File: src/rtl/cochlea_ch_ctrl.sv
// ---------------------------------------------------------------------------
// cochlea_ch_ctrl
//
// Digital sequencer for one I or Q analog filter channel. It generates the
// channel clocks (cclk, div2) and the LO, samples the comparator on each
// rising edge of the analog phase clock to drive the filter feedback bit,
// and counts comparator "high" events per frame. Each frame count is handed
// to the digital core over a valid/ready port.
//
// Optional build macro:
//   EVT_SATURATE_EN - when defined, the per-frame event counter and the
//                     reported result saturate at 2^CNT_W-1. When undefined,
//                     they wrap modulo 2^CNT_W.
//
// Parameters:
//   DIV_W - width of the cclk half-period divider ratio
//   FRM_W - width of the frame length, in phi1b_dig rising edges
//   CNT_W - width of the event counter
//   Q_CH  - 0: I channel (lo equals div2), 1: Q channel (lo in quadrature)
//
// Ports:
//   clk        core clock; all state changes on the rising edge
//   rstb       asynchronous active-low reset
//   en         run request (level)
//   div_ratio  cclk half-period minus 1, in clk cycles; captured on IDLE->RUN
//   frame_len  phi1b_dig edges per frame; captured on IDLE->RUN; 0 acts as 1
//   high_buf   comparator output, asynchronous to clk
//   phi1b_dig  analog phase clock, asynchronous to clk
//   cclk       channel clock to the phi clock generator
//   div2       cclk/2 to the phi clock generator
//   lo         local oscillator to the LO mux
//   fb1        filter feedback bit
//   evt_count  event count of the last completed frame
//   evt_valid  evt_count holds an unconsumed result
//   evt_ready  consumer accepts evt_count
//   evt_ovf    sticky flag: a frame result was dropped
//   busy       sequencer is not idle
// ---------------------------------------------------------------------------
module cochlea_ch_ctrl #(
    parameter int DIV_W = 8,
    parameter int FRM_W = 10,
    parameter int CNT_W = 10,
    parameter int Q_CH  = 0
) (
    input  logic             clk,
    input  logic             rstb,
    input  logic             en,
    input  logic [DIV_W-1:0] div_ratio,
    input  logic [FRM_W-1:0] frame_len,
    input  logic             high_buf,
    input  logic             phi1b_dig,
    output logic             cclk,
    output logic             div2,
    output logic             lo,
    output logic             fb1,
    output logic [CNT_W-1:0] evt_count,
    output logic             evt_valid,
    input  logic             evt_ready,
    output logic             evt_ovf,
    output logic             busy
);

    typedef enum logic [1:0] {
        ST_IDLE = 2'd0,
        ST_RUN  = 2'd1,
        ST_STOP = 2'd2
    } state_t;

    state_t state_q, state_d;

    // Synchronizer chains for the two asynchronous analog inputs.
    logic hb_s1_q, hb_s1_d;
    logic hb_s_q,  hb_s_d;
    logic ph_s1_q, ph_s1_d;
    logic ph_s_q,  ph_s_d;
    logic ph_d_q,  ph_d_d;

    // Configuration captured when a run starts.
    logic [DIV_W-1:0] div_ratio_q, div_ratio_d;
    logic [FRM_W-1:0] frame_len_q, frame_len_d;

    // Divider, frame and event counters.
    logic [DIV_W-1:0] dcnt_q, dcnt_d;
    logic [FRM_W-1:0] pcnt_q, pcnt_d;
    logic [CNT_W-1:0] ecnt_q, ecnt_d;

    // Registered outputs.
    logic             cclk_q, cclk_d;
    logic             div2_q, div2_d;
    logic             lo_q,   lo_d;
    logic             fb1_q,  fb1_d;
    logic [CNT_W-1:0] evt_count_q, evt_count_d;
    logic             evt_valid_q, evt_valid_d;
    logic             evt_ovf_q,   evt_ovf_d;
    logic             busy_q,      busy_d;

    // Combinational helpers.
    logic             p_s;
    logic             tick_s;
    logic             frame_end_s;
    logic             load_ok_s;
    logic [CNT_W-1:0] ecnt_inc_s;
    logic [DIV_W-1:0] div_dcnt_s;
    logic             div_cclk_s;
    logic             div2_nx_s;
    logic             lo_nx_s;

    // Adds one comparator sample to the event count, wrapping or saturating.
    function automatic logic [CNT_W-1:0] evt_inc(input logic [CNT_W-1:0] c,
                                                 input logic             b);
`ifdef EVT_SATURATE_EN
        if (b && (c != {CNT_W{1'b1}})) begin
            evt_inc = c + CNT_W'(1);
        end else begin
            evt_inc = c;
        end
`else
        evt_inc = c + CNT_W'(b);
`endif
    endfunction

    // Next-state logic for the sequencer, divider, feedback and result port.
    always_comb begin
        state_d     = state_q;
        div_ratio_d = div_ratio_q;
        frame_len_d = frame_len_q;
        dcnt_d      = dcnt_q;
        pcnt_d      = pcnt_q;
        ecnt_d      = ecnt_q;
        cclk_d      = cclk_q;
        div2_d      = div2_q;
        lo_d        = lo_q;
        fb1_d       = fb1_q;
        evt_count_d = evt_count_q;
        evt_ovf_d   = evt_ovf_q;

        hb_s1_d = high_buf;
        hb_s_d  = hb_s1_q;
        ph_s1_d = phi1b_dig;
        ph_s_d  = ph_s1_q;
        ph_d_d  = ph_s_q;

        // One-cycle pulse per synchronized phi1b_dig rising edge.
        p_s = ph_s_q & ~ph_d_q;

        // Divider: cclk toggles every div_ratio_q+1 clk cycles.
        tick_s = (dcnt_q == div_ratio_q);
        if (tick_s) begin
            div_dcnt_s = {DIV_W{1'b0}};
        end else begin
            div_dcnt_s = dcnt_q + DIV_W'(1);
        end
        div_cclk_s = cclk_q ^ tick_s;
        // div2 advances on cclk rising; the Q-channel lo advances on cclk
        // falling, which puts it a quarter div2 period behind.
        div2_nx_s = div2_q ^ (tick_s & ~cclk_q);
        if (Q_CH == 0) begin
            lo_nx_s = div2_nx_s;
        end else begin
            lo_nx_s = lo_q ^ (tick_s & cclk_q);
        end

        frame_end_s = (pcnt_q == (frame_len_q - FRM_W'(1)));
        load_ok_s   = ~evt_valid_q | evt_ready;
        ecnt_inc_s  = evt_inc(ecnt_q, hb_s_q);

        // An accepted result retires unless a new frame overwrites it below.
        if (evt_valid_q && evt_ready) begin
            evt_valid_d = 1'b0;
        end else begin
            evt_valid_d = evt_valid_q;
        end

        case (state_q)
            ST_IDLE: begin
                cclk_d = 1'b0;
                div2_d = 1'b0;
                lo_d   = 1'b0;
                fb1_d  = 1'b0;
                if (en) begin
                    state_d     = ST_RUN;
                    div_ratio_d = div_ratio;
                    frame_len_d = (frame_len == {FRM_W{1'b0}}) ? FRM_W'(1) : frame_len;
                    dcnt_d      = {DIV_W{1'b0}};
                    pcnt_d      = {FRM_W{1'b0}};
                    ecnt_d      = {CNT_W{1'b0}};
                    evt_ovf_d   = 1'b0;
                end else begin
                    state_d = ST_IDLE;
                end
            end
            ST_RUN: begin
                dcnt_d = div_dcnt_s;
                cclk_d = div_cclk_s;
                div2_d = div2_nx_s;
                lo_d   = lo_nx_s;
                if (p_s) begin
                    fb1_d = hb_s_q;
                    if (frame_end_s) begin
                        ecnt_d = {CNT_W{1'b0}};
                        pcnt_d = {FRM_W{1'b0}};
                        if (load_ok_s) begin
                            evt_count_d = ecnt_inc_s;
                            evt_valid_d = 1'b1;
                        end else begin
                            evt_ovf_d = 1'b1;
                        end
                    end else begin
                        ecnt_d = ecnt_inc_s;
                        pcnt_d = pcnt_q + FRM_W'(1);
                    end
                end else begin
                    fb1_d = fb1_q;
                end
                if (!en) begin
                    state_d = ST_STOP;
                end else begin
                    state_d = ST_RUN;
                end
            end
            ST_STOP: begin
                // Keep dividing until cclk is low so its high phase is never cut short.
                dcnt_d = div_dcnt_s;
                cclk_d = div_cclk_s;
                div2_d = div2_nx_s;
                lo_d   = lo_nx_s;
                if (!div_cclk_s) begin
                    state_d = ST_IDLE;
                    div2_d  = 1'b0;
                    lo_d    = 1'b0;
                    fb1_d   = 1'b0;
                end else begin
                    state_d = ST_STOP;
                end
            end
            default: begin
                state_d = ST_IDLE;
                cclk_d  = 1'b0;
                div2_d  = 1'b0;
                lo_d    = 1'b0;
                fb1_d   = 1'b0;
            end
        endcase

        busy_d = (state_d != ST_IDLE);
    end

    // State, synchronizer and output registers with asynchronous reset.
    always_ff @(posedge clk or negedge rstb) begin
        if (!rstb) begin
            state_q     <= ST_IDLE;
            hb_s1_q     <= 1'b0;
            hb_s_q      <= 1'b0;
            ph_s1_q     <= 1'b0;
            ph_s_q      <= 1'b0;
            ph_d_q      <= 1'b0;
            div_ratio_q <= {DIV_W{1'b0}};
            frame_len_q <= {FRM_W{1'b0}};
            dcnt_q      <= {DIV_W{1'b0}};
            pcnt_q      <= {FRM_W{1'b0}};
            ecnt_q      <= {CNT_W{1'b0}};
            cclk_q      <= 1'b0;
            div2_q      <= 1'b0;
            lo_q        <= 1'b0;
            fb1_q       <= 1'b0;
            evt_count_q <= {CNT_W{1'b0}};
            evt_valid_q <= 1'b0;
            evt_ovf_q   <= 1'b0;
            busy_q      <= 1'b0;
        end else begin
            state_q     <= state_d;
            hb_s1_q     <= hb_s1_d;
            hb_s_q      <= hb_s_d;
            ph_s1_q     <= ph_s1_d;
            ph_s_q      <= ph_s_d;
            ph_d_q      <= ph_d_d;
            div_ratio_q <= div_ratio_d;
            frame_len_q <= frame_len_d;
            dcnt_q      <= dcnt_d;
            pcnt_q      <= pcnt_d;
            ecnt_q      <= ecnt_d;
            cclk_q      <= cclk_d;
            div2_q      <= div2_d;
            lo_q        <= lo_d;
            fb1_q       <= fb1_d;
            evt_count_q <= evt_count_d;
            evt_valid_q <= evt_valid_d;
            evt_ovf_q   <= evt_ovf_d;
            busy_q      <= busy_d;
        end
    end

    assign cclk      = cclk_q;
    assign div2      = div2_q;
    assign lo        = lo_q;
    assign fb1       = fb1_q;
    assign evt_count = evt_count_q;
    assign evt_valid = evt_valid_q;
    assign evt_ovf   = evt_ovf_q;
    assign busy      = busy_q;

endmodule

File: config.mk
export PLATFORM = sky130hd
export DESIGN_NAME = cochlea_ch_ctrl
export DESIGN_NICKNAME = d
export VERILOG_FILES = /design/src/rtl/cochlea_ch_ctrl.sv
export SDC_FILE = /design/constraint.sdc
export NUM_CORES = 1
export LEC_CHECK = 0
export BUFFER_PORTS_ARGS = -buffer_cell sky130_fd_sc_hd__clkbuf_2
export CAP_MARGIN = 40
export CORE_AREA = 10 10 94 96
export CTS_BUF_LIST = sky130_fd_sc_hd__clkbuf_2 sky130_fd_sc_hd__clkbuf_4 sky130_fd_sc_hd__clkbuf_8
export CTS_CLUSTER_SIZE = 14
export DETAILED_ROUTE_END_ITERATION = 8
export DIE_AREA = 0 0 104 106
export PLACE_DENSITY = 0.82
export SLEW_MARGIN = 25
export SYNTH_ARGS = -nofsm -noshare
export SYNTH_HDL_FRONTEND = slang
export SYNTH_SLANG_ARGS = --single-unit
File: constraint.sdc
create_clock -name clk -period 3.8 [get_ports clk]
set_clock_uncertainty 0.15 [all_clocks]
set_input_delay 0.76 -clock clk [delete_from_list [all_inputs] [get_ports clk]]
set_output_delay 0.76 -clock clk [all_outputs]
set_load 0.005 [all_outputs]
==> results.cfg <==
[min_path]
holdCritPathClass = in2async

[global_routing]
grt_max_degree = 32
grt_pass1_wl_um = 13800
antenna_found_initial = 0
grt_pass1_vias = 2884
grt_overflow = 0
gr-usage-all-layers_pct = 15.0

[power]
power_density_mw_per_mm2 = 494
power_leakage_nw = 2.03
ir_worst_vdd_uv = 251

[synth]
synth_mux_area_share_pct = 9.16
synth-xor-area-share_pct = 5.87
synthTopCellsByArea = dfrtp_1 46%, mux2_2 5.1%, mux2_4 4.0%, nand2_1 4.0%, xor2_1 3.8%
synth_cells = 361
netlist_area_mm2 = 0.00373
ys_ff_latch = 69
synthFlopType = dfrtp_1
synth_top_family_by_area = simple AND/OR/NAND/NOR gates
synthTopCellsByCount = 69 x dfrtp_1, 40 x nand2_1, 20 x nand3_1, 20 x o21ai_0
synth-warning-count = 0
synth_edf_count = 0
yosysTopAreaCellShare_pct = 46.3
syn_nets = 395
yosys.area_share.simple_pct = 17.0
yosysUniqueCellTypes = 52
ys_async_sr_fraction_pct = 100
yosysMostFrequentCell = dfrtp_1
synthAdderAreaFrac_pct = 3.36
yosysTopAreaCell = dfrtp_1
synth_compound_area_share_pct = 14.4
ys_seq_area_share_pct = 46.3
synth.avg_cell_area_um2 = 10.3

[clocking]
cts_tree = done
clockRootBuffer = clkbuf_8
numCtsBuffers = 9
cts_resized = 0
postCtsHoldBufs = 0
insertion_delay_ns = 0.35
ctsLongestPathBuffers = 2
clock_sinks = 69
cts_htree_levels = 3
clk_pin_slew_ns = 0.08
cts_setup_buffers = 0

[finish]
post-route-cell-area_mm2 = 0.00428
diodes = 0
fill_cells = 600
syn_to_final_growth_pct = 14.9
nets = 438
layout-drive-gt1-share_pct = 24.4

[worst_setup_path]
r2r-start = frame_len_q[0]
cpMaxStageDelayCell = or4b_4
path_max_fanout = 10
r2r_setup_slack_ns = 0.24
startpoint = frame_len_q[0]
reg2reg_depth = 10
cp-end-kind = register
crit_path_cell_trace = inv_1 > ha_1 > or4b_4 > a2111oi_4 > o32ai_1 > o21ai_4 > nand3_2 > or4b_1 > buf_4 > mux2_4
start_kind = register
r2r_end = evt_count[3]
cp.required_ns = 3.89
crit_type = reg2reg
max_stage_delay_ns = 0.54
worstPathArrival_ns = 3.65

[timing]
setup_tns_ns = 0
finalHoldViolCount = 0
period_needed_ns = 3.56
fin_crit_sh_pct = 93.7
rsz0062_at_grt = false
slew_violations = 0
max_freq_mhz = 281
setup_viol = 0
setup_slack_ns = 0.241
worst_slew_pin_slew_ns = 0.626
relSlewSlack_pct = 58.2

[floorplanning]
die_y_um = 106
io_pins = 41
die_area_mm2 = 0.0110
coreArea_mm2 = 0.00706
row_count = 31
die_w_um = 104
initial_utilization_pct = 52.8

[drt]
drc = 0
vias = 2916
drt-total-wl_um = 8040
vias_per_cell = 5.74
wire_per_inst_um = 15.8
dr.pass1.iters = 6
drt_iter0_drc = 264
drt.antenna.violating_nets = 0

[outcome]
status = completed

[placement]
gp_congestion = 0.863
portBuffers = 40
place_hpwl_um = 5820
place_area_mm2 = 0.00404
pre_cts_ws_ns = 0.139

[job]
cap_violations = 0
[power by group]
part,internal (mW),switching [mW]
logic,0.219,0.268
clock network,0.386,0.293
registers,0.823,0.126
total,1.43,0.687
[worst max-delay path by stage]
stage | end | slack [ns]
after floorplan | evt_count[0] | 0.56
after global placement | evt_count[3] | 0.38
after detailed placement | pcnt_q[8] | 0.14
after CTS | pcnt_q[8] | 0.16
after global routing | pcnt_q[8] | 0.007
final | evt_count[3] | 0.24
[layout by cell type, fill, tap and decap left out, types with 2 or more instances in the layout]
cell type  synthesis  layout
dfrtp_1           69      69
nand2_1           40      40
clkbuf_2           0      39
o21ai_0           20      20
nand3_1           20      20
inv_1             17      17
mux2_2            17      17
xor2_1            16      16
and3_1            13      13
nand2b_1          11      11
o31ai_1           11      11
nor2_1            10      10
mux2_4            10      10
ha_1              10      10
clkbuf_8           0      10
a21oi_1            9       9
xnor2_1            9       9
nor3_1             8       8
buf_4              1       6
o22ai_1            5       5
o2bb2ai_1          5       5
a311oi_1           4       4
nor4_1             3       3
nor2b_1            3       3
a211oi_1           3       3
nand4_1            3       3
or2_2              2       2
or3_1              2       2
o311ai_0           2       2
a31oi_1            2       2
bufinv_16          0       2
clkinv_2           0       2
[cell families (layout without fill, tap and decap cells)]
logic type	count (synthesis)	count (layout)
xor gates and xnor gates	25	25
muxes	27	27
adders and majority gates	10	10
and+or+nand+nor	123	123
AOI/OAI and AO/OA	74	74
DFF	69	69
buffers and inverters	33	81
[worst max-delay path, delay by kind of cell (launching register included)]
kind	cells	cell delay, ns
DFF	1	0.44
buffers and inverters	2	0.33
and+or+nand+nor	3	1.20
muxes	1	0.31
AOI/OAI and AO/OA	3	0.72
adders and majority gates	1	0.29
[area by class of cell]
| type | count | area [um^2] | share of cell area [%] |
|---|---|---|---|
| clock buffers | 10 | 138 | 3.21 |
| clock inverters | 6 | 86.3 | 2.02 |
| well taps | 99 | 124 | 2.89 |
| flip-flops and latches | 69 | 1730 | 40.3 |
| inverters | 17 | 63.8 | 1.49 |
| multi-input cells | 259 | 1860 | 43.5 |
| repair buffers | 48 | 280 | 6.54 |
[registers in the layout, indices dropped and copies added (netlist names), 2 cells and up]
register,count
state_q,2
div_ratio_q,8
pcnt_q,10
dcnt_q,8
frame_len_q,10
evt_count,10
ecnt_q,10
[per-layer routing]
| layer | GRT usage, % | vias to the layer above | part of all wire [%] |
|---|---|---|---|
| li1 | - | 1389 | - |
| met1 | 18.5 | 1408 | 45 |
| met2 | 24.8 | 107 | 48 |
| met3 | 4.17 | 12 | 5.9 |
| met4 | 5.47 | 0 | 1.6 |
| met5 | 0 | - | 0 |
[through the flow]
step                      hold WS (ns)  cells  utilization (%)  total power [mW]
final                            0.150    508             60.7              2.12
after global routing             0.167    508             60.7              2.24
after CTS                        0.153    507             60.4              2.12
after detailed placement         0.189    491             57.2              1.44
after global placement           0.185    490             56.9              1.41
after floorplan                  0.181    361                -              1.30
(Power assumes the default switching activity.)
